===== config.mk =====
export PLATFORM = sky130hd
export DESIGN_NAME = imm_extend_pipe
export DESIGN_NICKNAME = d
export VERILOG_FILES = /design/src/rtl/imm_extend_pipe.sv
export SDC_FILE = /design/constraint.sdc
export NUM_CORES = 1
export LEC_CHECK = 0
export CORE_MARGIN = 4
export CORE_UTILIZATION = 50
export CTS_CLUSTER_DIAMETER = 80
export DETAILED_ROUTE_END_ITERATION = 16
export GPL_ROUTABILITY_DRIVEN = 1
export PLACE_DENSITY = 0.76
export SETUP_SLACK_MARGIN = 0.4
export SLEW_MARGIN = 25
export SYNTH_ARGS = -nofsm -noshare
export SYNTH_HDL_FRONTEND = slang
export SYNTH_SLANG_ARGS = --single-unit

===== constraint.sdc =====
create_clock -name Clk -period 3.05 [get_ports Clk]
set_input_delay 0.61 -clock Clk [delete_from_list [all_inputs] [get_ports Clk]]
set_output_delay 0.61 -clock Clk [all_outputs]
set_load 0.01 [all_outputs]

===== src/rtl/imm_extend_pipe.sv =====
// Registered immediate extender (zero/sign/upper/sign-shift) with a 2-entry output+skid buffer; 1-cycle latency.
// Backpressure via InReady (skid empty); optional transfer counter under IMM_EXTEND_PIPE_XFER_COUNT_EN.
module imm_extend_pipe #(
    parameter int IN_WIDTH    = 16,
    parameter int OUT_WIDTH   = 32,
    parameter int SHIFT       = 2,
    parameter int COUNT_WIDTH = 16
) (
    input  logic                   Clk,
    input  logic                   Reset,
    input  logic [IN_WIDTH-1:0]    InData,
    input  logic [1:0]             InMode,
    input  logic                   InValid,
    output logic                   InReady,
    output logic [OUT_WIDTH-1:0]   OutData,
    output logic                   OutValid,
    input  logic                   OutReady
`ifdef IMM_EXTEND_PIPE_XFER_COUNT_EN
    ,
    output logic [COUNT_WIDTH-1:0] XferCount
`endif
);

    localparam int PAD = OUT_WIDTH - IN_WIDTH;

    logic                 out_vld_q, out_vld_d;
    logic [OUT_WIDTH-1:0] out_dat_q, out_dat_d;
    logic                 skid_vld_q, skid_vld_d;
    logic [OUT_WIDTH-1:0] skid_dat_q, skid_dat_d;
    logic                 in_rdy_q, in_rdy_d;

    logic                 in_acc;
    logic                 out_xfer;
    logic [OUT_WIDTH-1:0] zext_w;
    logic [OUT_WIDTH-1:0] sext_w;
    logic [OUT_WIDTH-1:0] ext_w;

    // The extended result is computed once, at accept time, so buffered entries are final values.
    always_comb begin
        zext_w = {{PAD{1'b0}}, InData};
        sext_w = {{PAD{InData[IN_WIDTH-1]}}, InData};
        case (InMode)
            2'd0:    ext_w = zext_w;
            2'd1:    ext_w = sext_w;
            2'd2:    ext_w = zext_w << PAD;
            default: ext_w = sext_w << SHIFT;
        endcase
    end

    assign in_acc   = InValid && in_rdy_q;
    assign out_xfer = out_vld_q && OutReady;

    always_comb begin
        out_vld_d  = out_vld_q;
        out_dat_d  = out_dat_q;
        skid_vld_d = skid_vld_q;
        skid_dat_d = skid_dat_q;
        if (out_xfer) begin
            if (skid_vld_q) begin
                out_vld_d  = 1'b1;
                out_dat_d  = skid_dat_q;
                skid_vld_d = 1'b0;
                if (in_acc) begin
                    skid_vld_d = 1'b1;
                    skid_dat_d = ext_w;
                end
            end else if (in_acc) begin
                out_vld_d = 1'b1;
                out_dat_d = ext_w;
            end else begin
                out_vld_d = 1'b0;
            end
        end else if (in_acc) begin
            if (!out_vld_q) begin
                out_vld_d = 1'b1;
                out_dat_d = ext_w;
            end else begin
                skid_vld_d = 1'b1;
                skid_dat_d = ext_w;
            end
        end
        // Registered ready: a full skid blocks upstream from the following cycle.
        in_rdy_d = !skid_vld_d;
    end

    always_ff @(posedge Clk) begin
        if (Reset) begin
            out_vld_q  <= 1'b0;
            out_dat_q  <= '0;
            skid_vld_q <= 1'b0;
            skid_dat_q <= '0;
            in_rdy_q   <= 1'b1;
        end else begin
            out_vld_q  <= out_vld_d;
            out_dat_q  <= out_dat_d;
            skid_vld_q <= skid_vld_d;
            skid_dat_q <= skid_dat_d;
            in_rdy_q   <= in_rdy_d;
        end
    end

    assign InReady  = in_rdy_q;
    assign OutData  = out_dat_q;
    assign OutValid = out_vld_q;

`ifdef IMM_EXTEND_PIPE_XFER_COUNT_EN
    logic [COUNT_WIDTH-1:0] xfer_cnt_q, xfer_cnt_d;

    always_comb begin
        xfer_cnt_d = xfer_cnt_q;
        if (out_xfer) begin
            xfer_cnt_d = xfer_cnt_q + 1'b1;
        end
    end

    always_ff @(posedge Clk) begin
        if (Reset) begin
            xfer_cnt_q <= '0;
        end else begin
            xfer_cnt_q <= xfer_cnt_d;
        end
    end

    assign XferCount = xfer_cnt_q;
`endif

endmodule


Word level (Yosys, flattened, before mapping)
Cells that the tools add are included.
W data, S select, Z words.

cells by class
  equal/unequal tests = 4
  multiplexer cells = 18
  reduce and logical (&&, ||, !) cells = 9

operators by type and width
  kind                  number
  $mux W32              9
  $pmux W32 S3          1
  $mux W1               8
  $reduce_and A3 Y1     2
  $reduce_bool A2 Y1    3
  $eq A2 B1 Y1 const B  1
  $eq A2 B2 Y1 const B  1
  $logic_and A1 B1 Y1   2
  $logic_not A2 Y1      1
  $ne A2 B1 Y1 const B  1
  $ne A2 B2 Y1 const B  1
  $logic_not A1 Y1      1

word-level totals
  register bits = 67
  input bits = 22
  output and inout bits = 34
  logic and storage cells = 36

Depth between registers and ports, before layout
Gate-level depths: netlist of the first run.

  depth after elaboration = 5
  gate-level depth with buffers = 6
  mapped depth without buffers = 3

Worst setup path after synthesis of the first run
Ideal clock, no wire load.

  path kind = input -> register
  start = input port OutReady
  end = register out_dat_q[25] (netlist: OutData[25])
  setup time = 0.117 ns
  data arrival time = 1.573 ns
  required time = 2.933 ns
  setup slack = 1.360 ns
  stages on the path = 6
  path buffers = 3
  path through = and3_1 > buf_6 > buf_6 > buf_6 > a211o_1 > a32o_1

between the ends
  cells in the longest elaborated chain, start to end = 3
  elaborated cells on any way between the ends = 5
  those cells by class = 1 x eq/ne; 1 x mux; 3 x reduce/logical

RTL lines
  item                                                          line  source
  start: declaration                                            17    input logic OutReady
  $logic_and A1 B1 Y1 *                                         51    assign out_xfer = out_vld_q && OutReady;
  $ne A2 B1 Y1 (no line) or $reduce_bool A2 Y1 (tied branches)  -
  $reduce_and A3 Y1 (no line)                                   -
  end signal: assignment                                        95    out_dat_q <= out_dat_d;
  end: declaration                                              27    logic [OUT_WIDTH-1:0] out_dat_q, out_dat_d;

Mark *: on every way between the ends. The rest lies on a longest branch, timed or not.
A chain may end at the register's enable or synchronous reset.

Worst setup path after layout of the first run
  start = register out_vld_q (netlist: OutValid)
  end = output port OutValid

RTL lines
  item                      line  source
  start: declaration        26    logic out_vld_q, out_vld_d;
  start signal: assignment  94    out_vld_q <= out_vld_d;
  end: declaration          16    output logic OutValid,

No word-level cell between the ends.

==> results of run 1 <==
[power by group]
part / leakage, nW / internal (mW) / switching (mW)
clock: 0.108 / 0.442 / 0.344
sequential: 0.547 / 0.929 / 0.0312
combinational: 0.694 / 0.186 / 0.218
total: 1.35 / 1.56 / 0.593
[how the worst min path moves through the flow]
stage	from	endpoint	slack, ns	cells after the start
6_report	OutData[17]$_SDFFE_PP0P_	OutData[17]$_SDFFE_PP0P_	0.47	1
4_1_cts	OutData[17]$_SDFFE_PP0P_	OutData[17]$_SDFFE_PP0P_	0.47	1
3_3_place_gp	OutData[20]$_SDFFE_PP0P_	OutData[20]$_SDFFE_PP0P_	0.45	1
5_1_grt	OutData[12]$_SDFFE_PP0P_	OutData[12]$_SDFFE_PP0P_	0.49	1
2_1_floorplan	skid_dat_q[0]$_SDFFE_PP0P_	skid_dat_q[0]$_SDFFE_PP0P_	0.45	2
3_5_place_dp	OutData[18]$_SDFFE_PP0P_	OutData[18]$_SDFFE_PP0P_	0.46	1
[cell usage after synthesis]
library cell   n  area (um^2)
dfxtp_1       67         1340
a31oi_1       42          263
nand2b_1      30          188
a32o_1        28          280
a211oi_1      27          203
a21oi_1       22          110
buf_2         19         95.1
nor2b_1       17          106
a211o_1       14          123
a311o_1       13          130
clkbuf_1      11         41.3
nand2_1        8         30.0
buf_6          7         78.8
buf_4          6         45.0
a311oi_1       5         43.8
buf_1          4         15.0
inv_1          4         15.0
and2_1         3         18.8
nand3_1        3         15.0
nand4_1        3         18.8
o31ai_1        3         22.5
or2b_1         3         22.5
a21boi_0       1         7.51
a21o_1         1         7.51
a21oi_4        1         16.3
a22o_2         1         10.0
and2b_1        1         7.51
and3_1         1         6.26
and3b_1        1         8.76
mux2_2         1         11.3
nor2_1         1         3.75
nor3_1         1         5.00
o2111ai_1      1         8.76
o211ai_1       1         7.51
o21a_1         1         7.51
o22ai_1        1         6.26
o32ai_1        1         8.76
[kinds of logic (layout without fill, tap and decap cells)]
| kind of cell | after synthesis | in the layout |
|---|---|---|
| flops | 67 | 67 |
| buf+inv | 51 | 86 |
| mux | 1 | 1 |
| simple gates | 72 | 72 |
| compound gates | 163 | 163 |
[flip-flops by register name, summed over array words and instances (netlist names)]
name	count
skid_vld_q	1
OutData	32
InReady	1
OutValid	1
skid_dat_q	32
[cell type report]
cell class	instances	area [um^2]
clock inverters	4	47.5
multi-input cells	236	1700
flip-flops and latches	67	1340
repair buffers	66	633
fillers	556	2420
inverters	4	15.0
clock buffers	12	165
well taps	77	96.3
[metrics by stage]
step	hold WS [ns]	total power, mW	instance area, um^2
6_report	0.470	2.15	4000
5_1_grt	0.490	2.22	4000
4_1_cts	0.475	2.15	4000
3_5_place_dp	0.458	1.38	3790
3_3_place_gp	0.451	1.37	3790
2_1_floorplan	0.449	1.22	3330
[critical path, cell delays in order (launching register included)]
cell             delay, ns
dfxtp_1               0.40
buf_4                 0.41
clkdlybuf4s50_1       0.62
[metal layers]
| metal | up-vias | global-route usage, % | wire, um |
|---|---|---|---|
| li1 | 1442 | - | - |
| met1 | 1563 | 34.3 | 4220 |
| met2 | 153 | 35.0 | 4310 |
| met3 | 16 | 6.11 | 714 |
| met4 | 0 | 9.47 | 149 |
| met5 | - | 0 | 0 |
==> summary.md, run 1 <==
| Metric | Value |
|---|---|
| WP data required | `2.44 ns` |
| Most frequent cells in the layout | `67 x dfxtp_1, 55 x clkdlybuf4s50_1, 42 x a31oi_1` |
| Initial antenna violation count | `0` |
| Routed length per instance | `20.2 um` |
| Syn Nets | `around 380` |
| Synthesized area | `roughly 0.0033 mm^2` |
| Synth cell types | `37` |
| Total GRT Usage | `around a quarter` |
| Worst-path clk slew | `roughly 0.070 ns` |
| DP Cell Count | `between 400 and 500` |
| R2R Path End | `OutData[25]$_SDFFE_PP0P_` |
| Clock H-tree levels | `3` |
| Period utilization | `between 70% and 80%` |
| First-pass GRT wire length | `14,800 um` |
| Setup slack after layout | `between 0.6 and 0.7 ns` |
| Commonest non-fill, non-tap cell in the layout | `dfxtp_1` |
| Post-synthesis mux area share | `less than 1%` |
| Max Cap Viol | `0` |
| Die height | `between 80 and 90 um` |
| Rows | `29` |
| Worst R2R Setup Slack | `~1.1 ns` |
| # setup viols final | `0` |
| PwrDens | `roughly 540 mW/mm^2` |
| Grt total ovfl | `0` |
| Largest family of logic cells by synthesized area | `compound AO/OA/AOI/OAI gates` |
| Cell count after synthesis | `between 300 and 400` |
| Share of cells above drive strength 1 | `under 10%` |
| Port bufs | `55` |
| Post-route ant nets | `0` |
| Clk sinks | `between 60 and 70` |
| Starting Density | `around 52%` |
| Yosys reg bits | `67` |
| Die X-Extent | `roughly 90 um` |
| HP Class | `reg -> reg` |
| Static Leakage | `1.35 nW` |
| WL final | `~9400 um` |
| Slew @ Worst Pin | `approximately 0.9 ns` |
| Maximum clock insertion buffer count | `2` |
| Finished Layout Cells | `roughly 470` |
| Hold buffers post-CTS | `0` |
| Seq/Total Area, Yosys | `between 40% and 50%` |
| Crit start category | `flip-flop` |
| Setup TNS | `0 ns` |
| Hold Violations, Final | `0` |
| CTS Root Buffer Type | `clkbuf_8` |
| XOR/XNOR Fraction of Synth Area | `0%` |
| Core region area | `approximately 0.0064 mm^2` |
| Largest net degree at the start of global routing | `48` |
| Drt first pass iters | `5` |
| Synth Area in Adders | `0%` |
| R2R cell count | `4` |
| CTS resizes | `0` |
| Outcome | `finished clean` |
| Worst path arrival time | `1.78 ns` |
| Post-DP HPWL | `between 5000 and 6000 um` |
| Min cycle time layout | `approximately 2.4 ns` |
| Via count of the first global-routing pass | `between 2,000 and 3,000` |
| Clock skew | `0.00707 ns` |
| Max transition margin | `about two fifths` |
| Crit-path max FO | `37` |
| Finished Core Util | `just over 60%` |
| Yosys Warn Count | `0` |
| Post-synthesis area per instance | `~9.4 um^2` |
| Post-CTS setup buffers | `0` |
| Number of remaining DRC errors | `0` |
| Peak supply drop | `approximately 0.00030 V` |
| Antenna cells | `0` |
| RSZ-0062 raised after global routing | `no` |
| Die footprint | `0.00803 mm^2` |
| GP Congestion | `0.831` |
| Post-synthesis simple-gate area fraction | `about 13%` |
| Critical path origin | `OutValid$_SDFFE_PP0P_` |
| Crit end category | `output pin` |
| Vias | `roughly 3,200` |
| Worst Setup EP | `OutValid` |
| Pre-CTS setup slack | `~0.26 ns` |
| Synth Area in Compound Gates | `37.7%` |
| Area delta synth->final | `20.3%` |
| Worst R2R Start | `skid_vld_q$_SDFF_PP0_` |
| CTS tree | `yes` |
| Fmax | `approximately 420 MHz` |
| Crit Path Category | `reg -> out` |
| Worst-Skew Late Latency | `0.35 ns` |
| Starting DRT DRC Count | `284` |
| Nets | `406` |
| Max Slew Vio Count | `0` |
| Via density | `~6.8` |
| Num ports | `between 50 and 60` |
| Total CTS buffers | `9` |
No activity file was read; power rests on OpenSTA's default activity.
==> inputs of run 2 (changes only) <==
--- a/config.mk
+++ b/config.mk
@@ -6,7 +6,7 @@
 export NUM_CORES = 1
 export LEC_CHECK = 0
 export CORE_MARGIN = 4
-export CORE_UTILIZATION = 50
+export CORE_UTILIZATION = 48
 export CTS_CLUSTER_DIAMETER = 80
 export DETAILED_ROUTE_END_ITERATION = 16
 export GPL_ROUTABILITY_DRIVEN = 1
==> constraint.sdc (replaced) <==
create_clock -name Clk -period 1.97 [get_ports Clk]
set_input_delay 0.394 -clock Clk [delete_from_list [all_inputs] [get_ports Clk]]
set_output_delay 0.394 -clock Clk [all_outputs]
set_load 0.01 [all_outputs]
==> summary.md, run 2 (same netlist as run 1, synthesis figures left out) <==
| Metric | Value |
|---|---|
| Via count of the first global-routing pass | `2,931 (was 2,904)` |
| GP Congestion | `0.805 (was 0.831)` |
| Crit Path Category | `reg -> reg (was reg -> out)` |
| Commonest non-fill, non-tap cell in the layout | `dfxtp_1 (unchanged)` |
| Hold Path Depth | `1 (unchanged)` |
| Crit-path max FO | `14 (was 37)` |
| Die height | `91.3 um (was 89.6 um)` |
| CTS Root Buffer Type | `clkbuf_8 (unchanged)` |
| Routed length per instance | `20.1 um (was 20.2 um)` |
| Static Leakage | `1.69 nW (was 1.35 nW)` |
| Total GRT Usage | `23.3% (was 24.2%)` |
| WP data required | `2.21 ns (was 2.44 ns)` |
| Hold Violations, Final | `0 (unchanged)` |
| Sequential cell area | `0.00134 mm^2 (about the same)` |
| Period utilization | `approximately three quarters` |
| Post-CTS setup buffers | `0 (unchanged)` |
| Slew @ Worst Pin | `0.445 ns (was 0.877 ns)` |
| Largest net degree at the start of global routing | `44 (was 48)` |
| Die X-Extent | `91.3 um (was 89.6 um)` |
| Fillers | `593 (was 556)` |
| Port bufs | `55 (unchanged)` |
| Number of remaining DRC errors | `0 (unchanged)` |
| CTS tree | `yes (unchanged)` |
| Clk sinks | `67 (unchanged)` |
| WL final | `9890 um (was 9400 um)` |
| R2R cell count | `4 (unchanged)` |
| Initial antenna violation count | `0 (unchanged)` |
| Core region area | `0.00676 mm^2 (was 0.00642 mm^2)` |
| Cell Area, Placed | `0.00406 mm^2 (was 0.00379 mm^2)` |
| Worst path arrival time | `1.75 ns (was 1.78 ns)` |
| Share of cells above drive strength 1 | `14.1% (was 8.48%)` |
| Setup TNS | `0 ns (unchanged)` |
| Starting DRT DRC Count | `284 (unchanged)` |
| Finished Core Util | `64.1% (was 62.3%)` |
| Die footprint | `0.00833 mm^2 (was 0.00803 mm^2)` |
| Starting Density | `49.3% (was 51.8%)` |
| Hold buffers post-CTS | `0 (unchanged)` |
| Min cycle time layout | `between 1.5 and 2 ns` |
| Hold Path Sink | `OutData[8]$_SDFFE_PP0P_ (was OutData[17]$_SDFFE_PP0P_)` |
| R2R Path End | `OutData[15]$_SDFFE_PP0P_ (was OutData[25]$_SDFFE_PP0P_)` |
| Vias | `3,197 (was 3,174)` |
| Total CTS buffers | `9 (unchanged)` |
| Crit end category | `flip-flop (was output pin)` |
| Worst-Skew Late Latency | `0.35 ns (about the same)` |
| Area delta synth->final | `30.1% (was 20.3%)` |
| RSZ-0062 raised after global routing | `no (unchanged)` |
| Setup slack after layout | `0.456 ns (was 0.659 ns)` |
| Post-DP HPWL | `5890 um (was 5710 um)` |
| Worst R2R Setup Slack | `0.46 ns (was 1.05 ns)` |
| Clock skew | `0.00568 ns (was 0.00707 ns)` |
| Most frequent cells in the layout | `65 x dfxtp_1, 42 x a31oi_1, 34 x dlygate4sd2_1 (was 67 x dfxtp_1, 55 x clkdlybuf4s50_1, 42 x a31oi_1)` |
| Slowest-stage cell, CP | `dfxtp_1 (was clkdlybuf4s50_1)` |
| Fmax | `661 MHz` |
| Antenna cells | `0 (unchanged)` |
| Maximum clock insertion buffer count | `2 (unchanged)` |
| Peak supply drop | `0.000506 V (was 0.000305 V)` |
| PwrDens | `802 mW/mm^2 (was 537 mW/mm^2)` |
| Pre-CTS setup slack | `0.0309 ns (was 0.263 ns)` |
| Worst R2R Start | `skid_vld_q$_SDFF_PP0_ (unchanged)` |
| Worst-path clk slew | `0.07 ns (about the same)` |
| Clock H-tree levels | `3 (unchanged)` |
| Max Slew Vio Count | `0 (unchanged)` |
| Multi-input gate area | `0.00173 mm^2 (was 0.00170 mm^2)` |
| Post-route cell area | `0.00433 mm^2 (was 0.00400 mm^2)` |
| Via density | `6.51 (was 6.81)` |
| Nets | `428 (was 406)` |
| Max Cap Viol | `0 (unchanged)` |
| Crit start category | `flip-flop (unchanged)` |
| Num ports | `56 (unchanged)` |
| Post-route ant nets | `0 (unchanged)` |
| Outcome | `finished clean (unchanged)` |
| Critical Path Max Stage Delay | `0.36 ns (was 0.62 ns)` |
| # setup viols final | `0 (unchanged)` |
| Hold Crit Start | `OutData[8]$_SDFFE_PP0P_ (was OutData[17]$_SDFFE_PP0P_)` |
| Max transition margin | `70.4% (was 41.4%)` |
| HP Class | `reg -> reg (unchanged)` |
| First-pass GRT wire length | `15,400 um (was 14,800 um)` |
| Grt total ovfl | `0 (unchanged)` |
| Critical-path cell list | `a22o_2 -> and3b_2 -> buf_12 -> a32o_1 (was buf_4 -> clkdlybuf4s50_1)` |
| Drt first pass iters | `5 (unchanged)` |
| Rows | `30 (was 29)` |
[run 2: critical path: cells and delay by family, from the launching register on]
family	cells	cell delay, ns
AO/OA/AOI/OAI	2	0.55
AND/OR/NAND/NOR	1	0.30
flip-flops	1	0.36
buffers and inverters	1	0.18
[run 2: metrics by stage]
stage	total power [mW]	hold slack, ns	cells
after floorplan	1.89	0.449	354
after global placement	2.19	0.448	473
after detailed placement	2.20	0.455	473
after CTS	3.45	0.466	489
after global routing	3.59	0.483	491
final	3.47	0.461	491
[run 2: worst max-delay path by stage]
stage | from | end | slack (ns) | cells past startpoint
global placement | OutReady | OutData[26]$_SDFFE_PP0P_ | 0.04 | 5
floorplan | OutReady | OutData[25]$_SDFFE_PP0P_ | 0.50 | 6
global route | skid_vld_q$_SDFF_PP0_ | OutData[26]$_SDFFE_PP0P_ | 0.41 | 4
CTS | InMode[1] | skid_dat_q[23]$_SDFFE_PP0P_ | 0.42 | 6
detailed placement | OutReady | OutData[26]$_SDFFE_PP0P_ | 0.03 | 5
finish | skid_vld_q$_SDFF_PP0_ | OutData[15]$_SDFFE_PP0P_ | 0.46 | 4
[run 2: metal layers]
layer | up-vias | track usage (%) | share of wire (%) | routed length [um]
met2 | 154 | 34.9 | 46 | 4560
li1 | 1493 | - | - | -
met3 | 12 | 4.64 | 8.3 | 816
met5 | - | 0 | 0 | 0
met4 | 0 | 8.79 | 1.4 | 139
met1 | 1538 | 33.0 | 44 | 4370
[run 2: area by class of cell]
type,count,share of cell area [%]
clock buffer,12,3.58
clock inverter,4,1.68
sequential,67,31.0
timing repair buffer,88,21.1
tap,80,2.31
inverter,4,0.347
multi-input combinational,236,39.9
[run 2: what timing repair did]
action / in CTS / in global routing
setup endpoints to repair: 40 / 60
pin swaps: 0 / 1
gates resized for setup: 37 / 13
cloned: 0 / 2
[run 2: power by group]
part / total (mW) / internal [mW] / switching (mW)
Combinational: 0.678 / 0.319 / 0.359
Sequential: 1.49 / 1.44 / 0.0484
Clock: 1.31 / 0.780 / 0.528
==> inputs of run 3 (changes only) <==
--- a/config.mk
+++ b/config.mk
@@ -6,7 +6,7 @@
 export NUM_CORES = 1
 export LEC_CHECK = 0
 export CORE_MARGIN = 4
-export CORE_UTILIZATION = 48
+export CORE_UTILIZATION = 50
 export CTS_CLUSTER_DIAMETER = 80
 export DETAILED_ROUTE_END_ITERATION = 16
 export GPL_ROUTABILITY_DRIVEN = 1
==> constraint.sdc (replaced) <==
create_clock -name Clk -period 1.5 [get_ports Clk]
set_input_delay 0.3 -clock Clk [delete_from_list [all_inputs] [get_ports Clk]]
set_output_delay 0.3 -clock Clk [all_outputs]
set_load 0.01 [all_outputs]
==> summary.md, run 3 (same netlist as run 1, synthesis figures left out) <==
| Metric | Value |
|---|---|
| Post-route ant nets | `0 (unchanged)` |
| Worst path arrival time | `1.62 ns (was 1.75 ns)` |
| Drt first pass iters | `5 (unchanged)` |
| Total GRT Usage | `28.1% (was 23.3%)` |
| Crit start category | `flip-flop (unchanged)` |
| M3 GR Usage | `5.75% (was 4.64%)` |
| Comb pwr share | `22.3% (was 19.5%)` |
| Sequential share of power | `41.6% (was 42.8%)` |
| Starting DRT DRC Count | `348 (was 284)` |
| Initial antenna violation count | `0 (unchanged)` |
| Peak supply drop | `0.000628 V (was 0.000506 V)` |
| HP Class | `reg -> reg (unchanged)` |
| Critical-path cell list | `a22o_4 -> and3b_1 -> buf_12 -> a32o_1 (was a22o_2 -> and3b_2 -> buf_12 -> a32o_1)` |
| Vias | `3,450 (was 3,197)` |
| Clock H-tree levels | `3 (unchanged)` |
| Fillers | `439 (was 593)` |
| Worst-Skew Late Latency | `0.34 ns (was 0.35 ns)` |
| Clk sinks | `67 (unchanged)` |
| Slowest-stage cell, CP | `dfxtp_4 (was dfxtp_1)` |
| Crit Path Category | `reg -> reg (unchanged)` |
| M1 GR Usage | `37.2% (was 33.0%)` |
| Die footprint | `0.00803 mm^2 (was 0.00833 mm^2)` |
| Nets | `460 (was 428)` |
| Static Leakage | `1.81 nW (was 1.69 nW)` |
| Hold Violations, Final | `0 (unchanged)` |
| Setup slack after layout | `0.103 ns (was 0.456 ns)` |
| Clock skew | `0.00731 ns (was 0.00568 ns)` |
| Num ports | `56 (unchanged)` |
| Die X-Extent | `89.6 um (was 91.3 um)` |
| Area delta synth->final | `44.0% (was 30.1%)` |
| Number of remaining DRC errors | `0 (unchanged)` |
| CTS tree | `yes (unchanged)` |
| GR peak layer | `met2 (unchanged)` |
| Outcome | `finished clean (unchanged)` |
| Internal | `3.48 mW (was 2.54 mW)` |
| Largest net degree at the start of global routing | `34 (was 44)` |
| Core region area | `0.00642 mm^2 (was 0.00676 mm^2)` |
| Max transition margin | `80.6% (was 70.4%)` |
| Most frequent cells in the layout | `43 x buf_4, 42 x a31oi_1, 41 x buf_6 (was 65 x dfxtp_1, 42 x a31oi_1, 34 x dlygate4sd2_1)` |
| Cell Area, Placed | `0.00423 mm^2 (was 0.00406 mm^2)` |
| Slew @ Worst Pin | `0.290 ns (was 0.445 ns)` |
| Fmax | `716 MHz (was 661 MHz)` |
| WL final | `11,000 um (was 9890 um)` |
| Post-route cell area | `0.00479 mm^2 (was 0.00433 mm^2)` |
| Antenna cells | `0 (unchanged)` |
| Worst-path clk slew | `0.07 ns (about the same)` |
| Maximum clock insertion buffer count | `2 (unchanged)` |
| Crit end category | `flip-flop (unchanged)` |
| Grt total ovfl | `0 (unchanged)` |
| Via count of the first global-routing pass | `3,311 (was 2,931)` |
| Pre-CTS setup slack | `-0.348 ns (was 0.0309 ns)` |
| Routed length per instance | `21.1 um (was 20.1 um)` |
| Port bufs | `55 (unchanged)` |
| Starting Density | `51.8% (was 49.3%)` |
| Finished Core Util | `74.6% (was 64.1%)` |
| Via density | `6.63 (was 6.51)` |
| Critical Path Max Stage Delay | `0.37 ns (was 0.36 ns)` |
| Delay-heaviest family, CP | `compound AO/OA/AOI/OAI gates (unchanged)` |
| Rows | `29 (was 30)` |
| WP data required | `1.73 ns (was 2.21 ns)` |
| RSZ-0062 raised after global routing | `yes (was no)` |
| Max Slew Vio Count | `0 (unchanged)` |
| PwrDens | `996 mW/mm^2 (was 802 mW/mm^2)` |
| Period utilization | `93.1% (was 76.8%)` |
| Max Cap Viol | `0 (unchanged)` |
| Design Power | `4.77 mW (was 3.47 mW)` |
| First-pass GRT wire length | `17,100 um (was 15,400 um)` |
| GP Congestion | `0.816 (was 0.805)` |
| Die height | `89.6 um (was 91.3 um)` |
| Clock network power share | `36.1% (was 37.7%)` |
| Psw | `1.30 mW (was 0.936 mW)` |
| Share of cells above drive strength 1 | `38.4% (was 14.1%)` |
| Worst Path Buf+Inv | `1 (unchanged)` |
| Crit-path max FO | `28 (was 14)` |
| Sw frac | `27.2% (was 26.9%)` |
| Commonest non-fill, non-tap cell in the layout | `buf_4 (was dfxtp_1)` |
| Post-DP HPWL | `6400 um (was 5890 um)` |
| Min cycle time layout | `1.40 ns (was 1.51 ns)` |
| Total CTS buffers | `9 (unchanged)` |
| GR Util met2 | `43.8% (was 34.9%)` |
| # setup viols final | `0 (unchanged)` |
| CTS Root Buffer Type | `clkbuf_8 (unchanged)` |
## run 3: cell types whose count changed in the layout (fill, tap and decap cells not counted), sizes merged
cell / previous run / this run
dlygate4sd2: 34 / 6
and3: 1 / 3
clkdlybuf4s50: 17 / 16
bufbuf: 0 / 1
dlymetal6s2s: 4 / 0
clkbuf: 13 / 12
buf: 32 / 95
## run 3: layout make-up
| type | instances | area (um^2) | share of cell area [%] |
|---|---|---|---|
| multi-input cells | 238 | 1820 | 38.0 |
| flip-flops and latches | 67 | 1390 | 29.1 |
| repair buffers | 118 | 1240 | 25.9 |
| clock inverters | 4 | 72.6 | 1.51 |
| inverters | 4 | 15.0 | 0.313 |
| well taps | 77 | 96.3 | 2.01 |
| clock buffers | 12 | 155 | 3.24 |
## run 3: worst register-to-register path, delay by kind of cell (launching register included)
family                 cells  cell delay [ns]
AO/OA/AOI/OAI              2             0.55
flip-flops                 1             0.37
AND/OR/NAND/NOR            1             0.19
buffers and inverters      1             0.17
## run 3: power by group through the flow
stage / registers [mW] / logic [mW] / clock network [mW]
6_report: 1.99 / 1.07 / 1.72
3_3_place_gp: 1.99 / 0.925 / 0
4_1_cts: 1.97 / 1.00 / 1.73
2_1_floorplan: 2.01 / 0.500 / 0
5_1_grt: 2.00 / 1.13 / 1.82
3_5_place_dp: 2.00 / 0.942 / 0
## run 3: stage by stage
step | setup TNS, ns | hold WS, ns | cells
final | 0 | 0.459 | 520
after floorplan | 0 | 0.449 | 354
after detailed placement | -16.41 | 0.454 | 492
after global placement | -15.62 | 0.450 | 492
after global routing | 0 | 0.487 | 520
after CTS | 0 | 0.459 | 518
## run 3: timing repair
| item | 4_1_cts | 5_1_grt |
|---|---|---|
| gates resized for setup | 211 | 27 |
| setup buffers | 6 | 2 |
| hold buffers | 0 | 0 |
| gates cloned | 4 | 0 |
| endpoints found under the setup margin | 99 | 97 |
| pin swaps | 5 | 1 |
## run 3: path summary, 6_finish.rpt
| kind | slack, ns | to | cells past startpoint | startpoint |
|---|---|---|---|---|
| worst max-delay path | 0.10 | OutData[27]$_SDFFE_PP0P_ | 4 | OutValid$_SDFFE_PP0P_ |
| worst min-delay path | 0.46 | OutData[6]$_SDFFE_PP0P_ | 1 | OutData[6]$_SDFFE_PP0P_ |
| worst max register to register | 0.10 | OutData[27]$_SDFFE_PP0P_ | 4 | OutValid$_SDFFE_PP0P_ |
| worst min register to register | 0.46 | OutData[6]$_SDFFE_PP0P_ | 1 | OutData[6]$_SDFFE_PP0P_ |
## run 3: routing by layer
layer  up-vias  routed length, um
met1      1658               4540
met4         0                332
met5         -                  0
li1       1569                  -
met2       192               5250
met3        31                870
